File: src/rtl/cook_timer_ctrl.sv
// Purpose: sequencing FSM for a microwave cook-time countdown chain (load, 1 Hz gating, pause, done).
// Latency: loads, mag_on and done are registered one cycle after the trigger; cnt_en is same-cycle.
// Backpressure: none; pulses arriving in states that do not use them are dropped, not queued.
module cook_timer_ctrl #(
    parameter int DONE_TICKS = 5
) (
    input  logic       clk,
    input  logic       clear,
    input  logic       tick,
    input  logic       key_valid,
    input  logic       start,
    input  logic       stop_cancel,
    input  logic       door_closed,
    input  logic       time_zero,
    output logic       load_n,
    output logic       load_zero,
    output logic       cnt_en,
    output logic       mag_on,
    output logic       done,
    output logic [2:0] state
);

    localparam logic [2:0] IDLE   = 3'd0;
    localparam logic [2:0] SET    = 3'd1;
    localparam logic [2:0] COOK   = 3'd2;
    localparam logic [2:0] PAUSED = 3'd3;
    localparam logic [2:0] DONE   = 3'd4;

    logic [2:0] state_nxt;
    logic       load_nxt;
    logic       zero_nxt;
    logic       cnt_clr;
    logic       cnt_inc;
    logic [3:0] done_cnt;
    logic       can_start;

    assign can_start = start & door_closed & ~time_zero;

    // Decrement gating is combinational from the registered state so the chain sees it this cycle.
    assign cnt_en = tick & (state == COOK) & ~time_zero;

    always_comb begin
        state_nxt = state;
        load_nxt  = 1'b0;
        zero_nxt  = 1'b0;
        cnt_clr   = 1'b0;
        cnt_inc   = 1'b0;
        case (state)
            IDLE: begin
                if (key_valid) begin
                    state_nxt = SET;
                    load_nxt  = 1'b1;
                end
            end
            SET: begin
                if (stop_cancel) begin
                    state_nxt = IDLE;
                    load_nxt  = 1'b1;
                    zero_nxt  = 1'b1;
                end else if (key_valid) begin
                    load_nxt  = 1'b1;
                end else if (can_start) begin
                    state_nxt = COOK;
                end
            end
            COOK: begin
                if (stop_cancel || !door_closed) begin
                    state_nxt = PAUSED;
                end else if (time_zero) begin
                    state_nxt = DONE;
                    cnt_clr   = 1'b1;
                end
            end
            PAUSED: begin
                if (stop_cancel) begin
                    state_nxt = IDLE;
                    load_nxt  = 1'b1;
                    zero_nxt  = 1'b1;
                end else if (can_start) begin
                    state_nxt = COOK;
                end
            end
            DONE: begin
                if (stop_cancel || !door_closed) begin
                    state_nxt = IDLE;
                end else if (tick) begin
                    if (done_cnt == 4'(DONE_TICKS - 1)) begin
                        state_nxt = IDLE;
                    end else begin
                        cnt_inc = 1'b1;
                    end
                end
            end
            default: state_nxt = IDLE;
        endcase
    end

    always_ff @(posedge clk or negedge clear) begin
        if (!clear) begin
            state     <= IDLE;
            load_n    <= 1'b1;
            load_zero <= 1'b0;
            mag_on    <= 1'b0;
            done      <= 1'b0;
            done_cnt  <= 4'd0;
        end else begin
            state     <= state_nxt;
            load_n    <= ~load_nxt;
            load_zero <= zero_nxt;
            mag_on    <= (state_nxt == COOK);
            done      <= (state_nxt == DONE);
            if (cnt_clr) begin
                done_cnt <= 4'd0;
            end else if (cnt_inc) begin
                done_cnt <= done_cnt + 4'd1;
            end
        end
    end

endmodule

File: config.mk
export PLATFORM = sky130hd
export DESIGN_NAME = cook_timer_ctrl
export DESIGN_NICKNAME = d
export VERILOG_FILES = /design/src/rtl/cook_timer_ctrl.sv
export SDC_FILE = /design/constraint.sdc
export NUM_CORES = 1
export LEC_CHECK = 0
export ABC_AREA = 1
export CAP_MARGIN = 10
export CORE_MARGIN = 2
export CORE_UTILIZATION = 39
export CTS_CLUSTER_DIAMETER = 60
export DETAILED_ROUTE_END_ITERATION = 8
export DONT_BUFFER_PORTS = 1
export PLACE_DENSITY_LB_ADDON = 0.3
export SETUP_SLACK_MARGIN = 0.15
export SYNTH_ARGS = -nofsm -noshare
export SYNTH_HDL_FRONTEND = slang
export SYNTH_SLANG_ARGS = --single-unit
File: constraint.sdc
create_clock -name clk -period 2.2 [get_ports clk]
set_input_delay 0.33 -clock clk [delete_from_list [all_inputs] [get_ports clk]]
set_output_delay 0.33 -clock clk [all_outputs]
set_load 0.1 [all_outputs]
[Word level (Yosys, flattened, before mapping)]
Index checks and enable logic that the tools add are counted.
Storage, ports and cells
  output and inout bits: 8
  bits of input ports: 8
  logic and storage cells: 50
  flip-flop bits (word level): 11
Cells by class
  bitwise operators: 6
  muxes and demuxes: 25
  reduce and logical (&&, ||, !) cells: 5
  eq/ne operators: 7
  $add $sub $neg: 1
Operators by type and width (count)
  $mux W3: 10
  $pmux W3 S5: 1
  $mux W1: 11
  $eq A3 B2 Y1 const B: 3
  $mux W4: 2
  $eq A3 B3 Y1 const B: 2
  $add A4 B1 Y4 const B: 1
  $and A1 B1 Y1: 4
  $eq A4 B3 Y1 const B: 1
  $eq A3 B1 Y1 const B: 1
  $logic_not A3 Y1: 1
  $pmux W1 S3: 1
  $not A1 Y1: 2
  $reduce_bool A2 Y1: 1
  $reduce_or A2 Y1: 1
  $logic_not A1 Y1: 1
  $logic_or A1 B1 Y1: 1

[Logic depth before layout (Yosys ltp)]
  word-level depth: 7
  gate-level depth with buffers: 8
  mapped depth without buffers: 8

[Worst setup path before layout]
Ideal clock, no wire load.
  path type: register to output
  start: reg state[1]
  end: out cnt_en
  data arrival time: 3.246 ns
  cell stages (with the launch flop): 3
  path slack: -1.376 ns
  path buffers: 0
  data required time: 1.870 ns
  cell sequence: dfrtp_1 -> nand3_2 -> nor3_1
Between the ends
  word-level cells in the longest chain between the ends: 3
Ends and longest elaborated chain
  start: declaration: line 20  | output logic [2:0] state
  start signal: assignment: line 107  | state <= state_nxt;
  $eq A3 B2 Y1: line 40  | assign cnt_en = tick & (state == COOK) & ~time_zero;
  $and A1 B1 Y1 (2 in a row): line 40
  end: declaration: line 17  | output logic cnt_en,
Every way passes these cells.

[Worst setup path in the final report]
Ends and elaborated chain as after synthesis.

==> qor.csv <==
metric;value;unit
synthArstFlopShare;100;%
viasPerCell;4.84;
clock.fmax;525;MHz
setup-violations-final;0;
worstPathArrival;1.57;ns
die_h;43.4;um
finalInstanceArea;723;um2
fin_crit;1.90;ns
antenna_found_initial;0;
muxShareOfSynthArea;0;%
synth.top_cells.by_count;nand2_1, inv_1, dfrtp_1, nand3_1;
die_w;43.4;um
p_int;0.364;mW
io_buffers;0;
cts_resized;0;
post_cts_buffers;0;
setup_tns;0;ns
setup_slack;0.297;ns
drt-total-wl;1.05;mm
hold_start;stop_cancel;
yosysMostFrequentCell;nand2_1;
clkTransAtPathRegs;0.06;ns
worst-path-max-fanout;5;
synth_top_area_share;41.4;%
postCtsHoldBufs;1;
syn-num-nets;85;
place_hpwl;846;um
holdPathEnd;load_zero;
maxCapViolations;0;
ios;16;
cpMaxStageDelayCell;dfrtp_4;
yosysUniqueCellTypes;19;
final_cells;102;
grt_use_total;13.2;%
initial_utilization;41.1;%
gp_congestion;0.768;
ys.flop_type;dfrtp_1;
p_seq_share;45.0;%
power_density;987;nW/um2
fin_nets;97;
period_share;86.5;%
drc;0;
multi_input_area;279;um2
antenna_cells;0;
wl_per_cell;10.3;um
synth_top_family_by_area;simple AND/OR/NAND/NOR gates;
globalRouteOverflowTotal;0;
swShare;49.0;%
drt_iter0_drc;6;
first_global_vias;426;
slew_headroom;67.4;%
ys_seq_area_share;45.8;%
syn_inst;75;
synth_area;604;um2
clk_latency;0.27;ns
hold_violations;0;
clock_sinks;11;
synth-compound-area-share;4.76;%
grt_pass1_wl;1.81;mm
ys_top_cells_by_area;dfrtp_1, nand2_1, nand3_1, inv_1, dfstp_2;
slowest_delay;0.64;ns
outcome;finished, final reports clean;
total_power;0.714;mW
slew_viol_final;0;
std_cell_rows;14;
cts_tree;yes;
hold_class;in2reg;
syn_avg_cell_area;8.06;um2
synth_area_leader_cell;dfrtp_1;
reg2reg_depth;6;
layout-drive-gt1-share;30.2;%
dieArea;1880;um2
ys_seq_elements;11;
grt_max_degree;12;
p_switching;0.349;mW
path_cells;nand3_2 -> nor3_4 -> buf_4;
yosysWarnings;0;
dr_total_vias;494;
holdPathStages;2;
cp_data_required_time;1.87;ns
synth_fa_ha_area_share;4.14;%
cts_buffer_depth;2;
root_buffer;clkbuf_4;
yosys.area_share.simple;32.5;%
regToRegEndpoint;done_cnt[1];
synth_enable_flop_cells;0;
dp.cells;97;
p_comb_share;36.2;%
area_growth;19.7;%
clock_power_share;18.8;%
r2r_slack;0.78;ns
area.sequential;283;um2
cp-end-kind;output pin;
htreeDepth;1;
pre_cts_ws;0.571;ns
synth_xor_area_share;2.90;%
p_leak;0.390;nW
fillers;156;
skew;0.00528;ns
tightest_slew;0.487;ns
ir_drop;0.000525;V
core-area;1470;um2
crit_type;reg2out;
start_kind;flop;
placed_cell_area;687;um2
cts_buffers;3;
regToRegStartpoint;state[1];
firstDrtPassIters;4;
rsz0062_at_grt;no;
detail-route-antenna-nets;0;
critical path: cells and delay by family, from the launching register on:
kind | cells | cell delay, ns
DFF | 1 | 0.64
and+or+nand+nor | 2 | 0.37
buffers and inverters | 1 | 0.30
power by group through the flow:
stage                     logic (mW)  registers, mW  clock network [mW]
after CTS                      0.260          0.323               0.140
after detailed placement       0.255          0.327                   0
after global placement         0.253          0.325                   0
after floorplan               0.0829          0.449                   0
after global routing           0.276          0.328               0.149
final                          0.258          0.321               0.134
cell usage in the layout (no fill, tap or decap):
master	n
clkbuf_4	3
nor3_4	1
nor2_1	5
nand2_2	1
ha_1	2
nand3_1	10
dfrtp_4	1
nand3_2	2
nand4_1	1
inv_2	5
dfrtp_1	7
nor3_2	1
xor2_1	2
a21oi_1	2
dfstp_2	1
inv_1	11
o21ai_1	2
a31o_1	1
dfrtp_2	2
dlygate4sd3_1	1
buf_4	6
nor2_2	2
clkbuf_1	1
nor2_4	1
nand2_1	15
per-stage QoR:
step | util [%] | hold WS (ns)
finish | 49.1 | 0.210
global placement | 46.7 | 0.0348
detailed placement | 46.7 | 0.0347
CTS | 49.1 | 0.200
global route | 49.1 | 0.204
floorplan | - | 0.0344
flip-flops by register name, summed over array words and instances (netlist names):
register,flops
load_n,1
mag_on,1
state,3
done,1
load_zero,1
done_cnt,4
layout make-up:
type	instances	area share (%)
Clock buffer	4	3.63
Inverter	16	8.30
Multi-Input combinational cell	48	38.6
Sequential cell	11	39.1
Tap cell	16	2.77
Timing Repair Buffer	7	7.61
routing by layer:
metal / vias to the layer above / wire length, um / GRT usage (%)
met5: - / 0 / 0
met4: 0 / 0 / 1.82
met1: 225 / 480 / 17.7
met2: 11 / 504 / 19.4
li1: 258 / - / -
met3: 0 / 62 / 7.50
worst max path at each step:
stage                   from  cells after the start      to  slack (ns)
finish              state[1]                      3  cnt_en        0.30
global route        state[1]                      3  cnt_en        0.21
CTS                 state[1]                      3  cnt_en        0.28
detailed placement  state[1]                      3  cnt_en        0.57
global placement    state[1]                      3  cnt_en        0.58
floorplan           state[2]                      3  cnt_en        0.17
logic make-up (layout without fill, tap and decap cells):
family	Yosys count	count (layout)
and+or+nand+nor	39	39
adders and majority gates	2	2
DFF	11	11
buffers and inverters	16	27
xor gates and xnor gates	2	2
AOI/OAI and AO/OA	5	5
(Power assumes the default switching activity.)
==> RTL edit 1, RTL diff (config.mk and constraints unchanged) <==
The output `done` loses its register stage (`done` becomes a continuous assignment). Comments in the files are not updated.
--- a/src/rtl/cook_timer_ctrl.sv
+++ b/src/rtl/cook_timer_ctrl.sv
@@ -101,14 +101,12 @@
             load_n    <= 1'b1;
             load_zero <= 1'b0;
             mag_on    <= 1'b0;
-            done      <= 1'b0;
             done_cnt  <= 4'd0;
         end else begin
             state     <= state_nxt;
             load_n    <= ~load_nxt;
             load_zero <= zero_nxt;
             mag_on    <= (state_nxt == COOK);
-            done      <= (state_nxt == DONE);
             if (cnt_clr) begin
                 done_cnt <= 4'd0;
             end else if (cnt_inc) begin
@@ -117,5 +115,7 @@
         end
     end
 
+    assign done = (state_nxt == DONE);
+
 endmodule
 
Function: changed (Yosys sat finds a counterexample within 4 cycles, from zero or initial values).
==> RTL edit 1 against the original RTL <==
  * Combinational power up 13%
  * Count of clock-buffer cells in the layout unchanged
  * Area after synthesis down 4.1%
  * Wire length increased by 4.5%
  * Final cell count fell by 0.98%
  * First-iteration DRC count rose by 67%
  * Worst setup slack gained 0.027 ns
  * Maximum frequency is 1.4% higher
  * Cell area is 0.52% lower
  * Die area decreased by 3.8%
  * Clock skew increased by 0.0066 ns
  * Total power decreased by 2.1%
  * Sequential cell count down 1
==> RTL edit 1: results (changes against the original RTL) <==
vias in the first global route=453 (+6.3%); top cells by area, synth=dfrtp_1, nand2_1, nand3_1, inv_1, dfstp_2; total placed instance area=679 um^2 (-1.1%); largest net degree at the start of global routing=11 (-1); run status=complete, no violations; Initial DRT Pass Iterations=4 (unchanged); relative slew slack=67.7% (+0.27 points); Reg2Reg Depth=8 (+2); via count=488 (-1.2%); post-place setup slack=0.534 ns (-0.0369 ns); post-synthesis mux area share=0% (unchanged); Synth Net Count=84 (-1.2%); routability cong.=0.791 (+2.9%); hold-fix buffers at CTS=1 (unchanged); CP max-delay cell=dfrtp_2; Layout Skew=0.0119 ns (+0.00658 ns); first-pass GRT wire length=2010 um (+11%); Ys Warns=0 (unchanged); P_leak=0.385 nW (-1.3%); WL final=1090 um (+4.5%); DR iter-0 viols=10 (+4); slowest stage delay, CP=0.44 ns (-0.20 ns); hold crit path type=input port to flop; Max rail drop VDD=0.000375 V (-29%); sequential share of the synthesized area=43.4% (-2.3 points); GRT Overall Usage=15.4% (+2.1 points); adder-cell area share of the yosys netlist=4.32% (+0.18 points); hpwl dp=907 um (+7.1%); layout cells sized above 1=32.6% (+2.3 points); Filler Cell Count=131 (-16%); reg2reg end=mag_on; Top Registers=done_cnt (4), state (3); Crit path arrival time=1.55 ns (-0.02 ns); Post-synth top cells=nand2_1, inv_1, nand3_1, dfrtp_1; post-synthesis xor/xnor area fraction=3.02% (+0.13 points); Synth Area in Compound Gates=4.97% (+0.21 points); Switch Pwr=0.000349 W (-0.20%)
==> RTL edit 1: power by group through the flow <==
| stage | sequential (W) | combinational, W | clock, W |
|---|---|---|---|
| floorplan | 0.000427 | 0.0000861 | 0 |
| global placement | 0.000280 | 0.000284 | 0 |
| detailed placement | 0.000283 | 0.000287 | 0 |
| CTS | 0.000279 | 0.000292 | 0.000135 |
| global route | 0.000286 | 0.000309 | 0.000150 |
| finish | 0.000279 | 0.000292 | 0.000128 |
==> RTL edit 1: layout make-up <==
class	instances	area share, %
Timing Repair Buffer	8	9.22
Clock buffer	4	3.65
Sequential cell	10	35.8
Multi-Input combinational cell	48	40.3
Inverter	16	8.35
Tap cell	15	2.61
==> RTL edit 1: through the flow <==
step                utilization [%]  hold slack (ns)  instances  power, W
CTS                            53.0            0.206        101  0.000706
floorplan                         -           0.0344         74  0.000513
global placement               50.3           0.0347         96  0.000564
finish                         53.3            0.218        101  0.000699
global route                   53.3            0.213        101  0.000746
detailed placement             50.3           0.0346         96  0.000570
==> RTL edit 1: worst max-delay path: cells and delay by family, from the launching register on <==
kind                   cells  cell delay (ns)
AND/OR/NAND/NOR            2             0.37
flip-flops                 1             0.44
buffers and inverters      3             0.43
AO/OA/AOI/OAI              1             0.07
==> RTL edit 1: worst max path at each step <==
stage | end | startpoint | slack, ns
2_1_floorplan | cnt_en | state[2] | 0.17
5_1_grt | done | state[0] | 0.20
3_5_place_dp | done | state[0] | 0.53
3_3_place_gp | done | state[0] | 0.57
6_report | done | state[0] | 0.32
4_1_cts | done | state[0] | 0.24
==> RTL edit 1: per-layer routing <==
layer / global-route usage, % / wire length [um] / vias up
met5: 0 / 0 / -
met4: 7.50 / 12 / 0
met3: 7.33 / 65 / 2
met2: 21.8 / 529 / 12
met1: 19.4 / 486 / 218
li1: - / - / 256
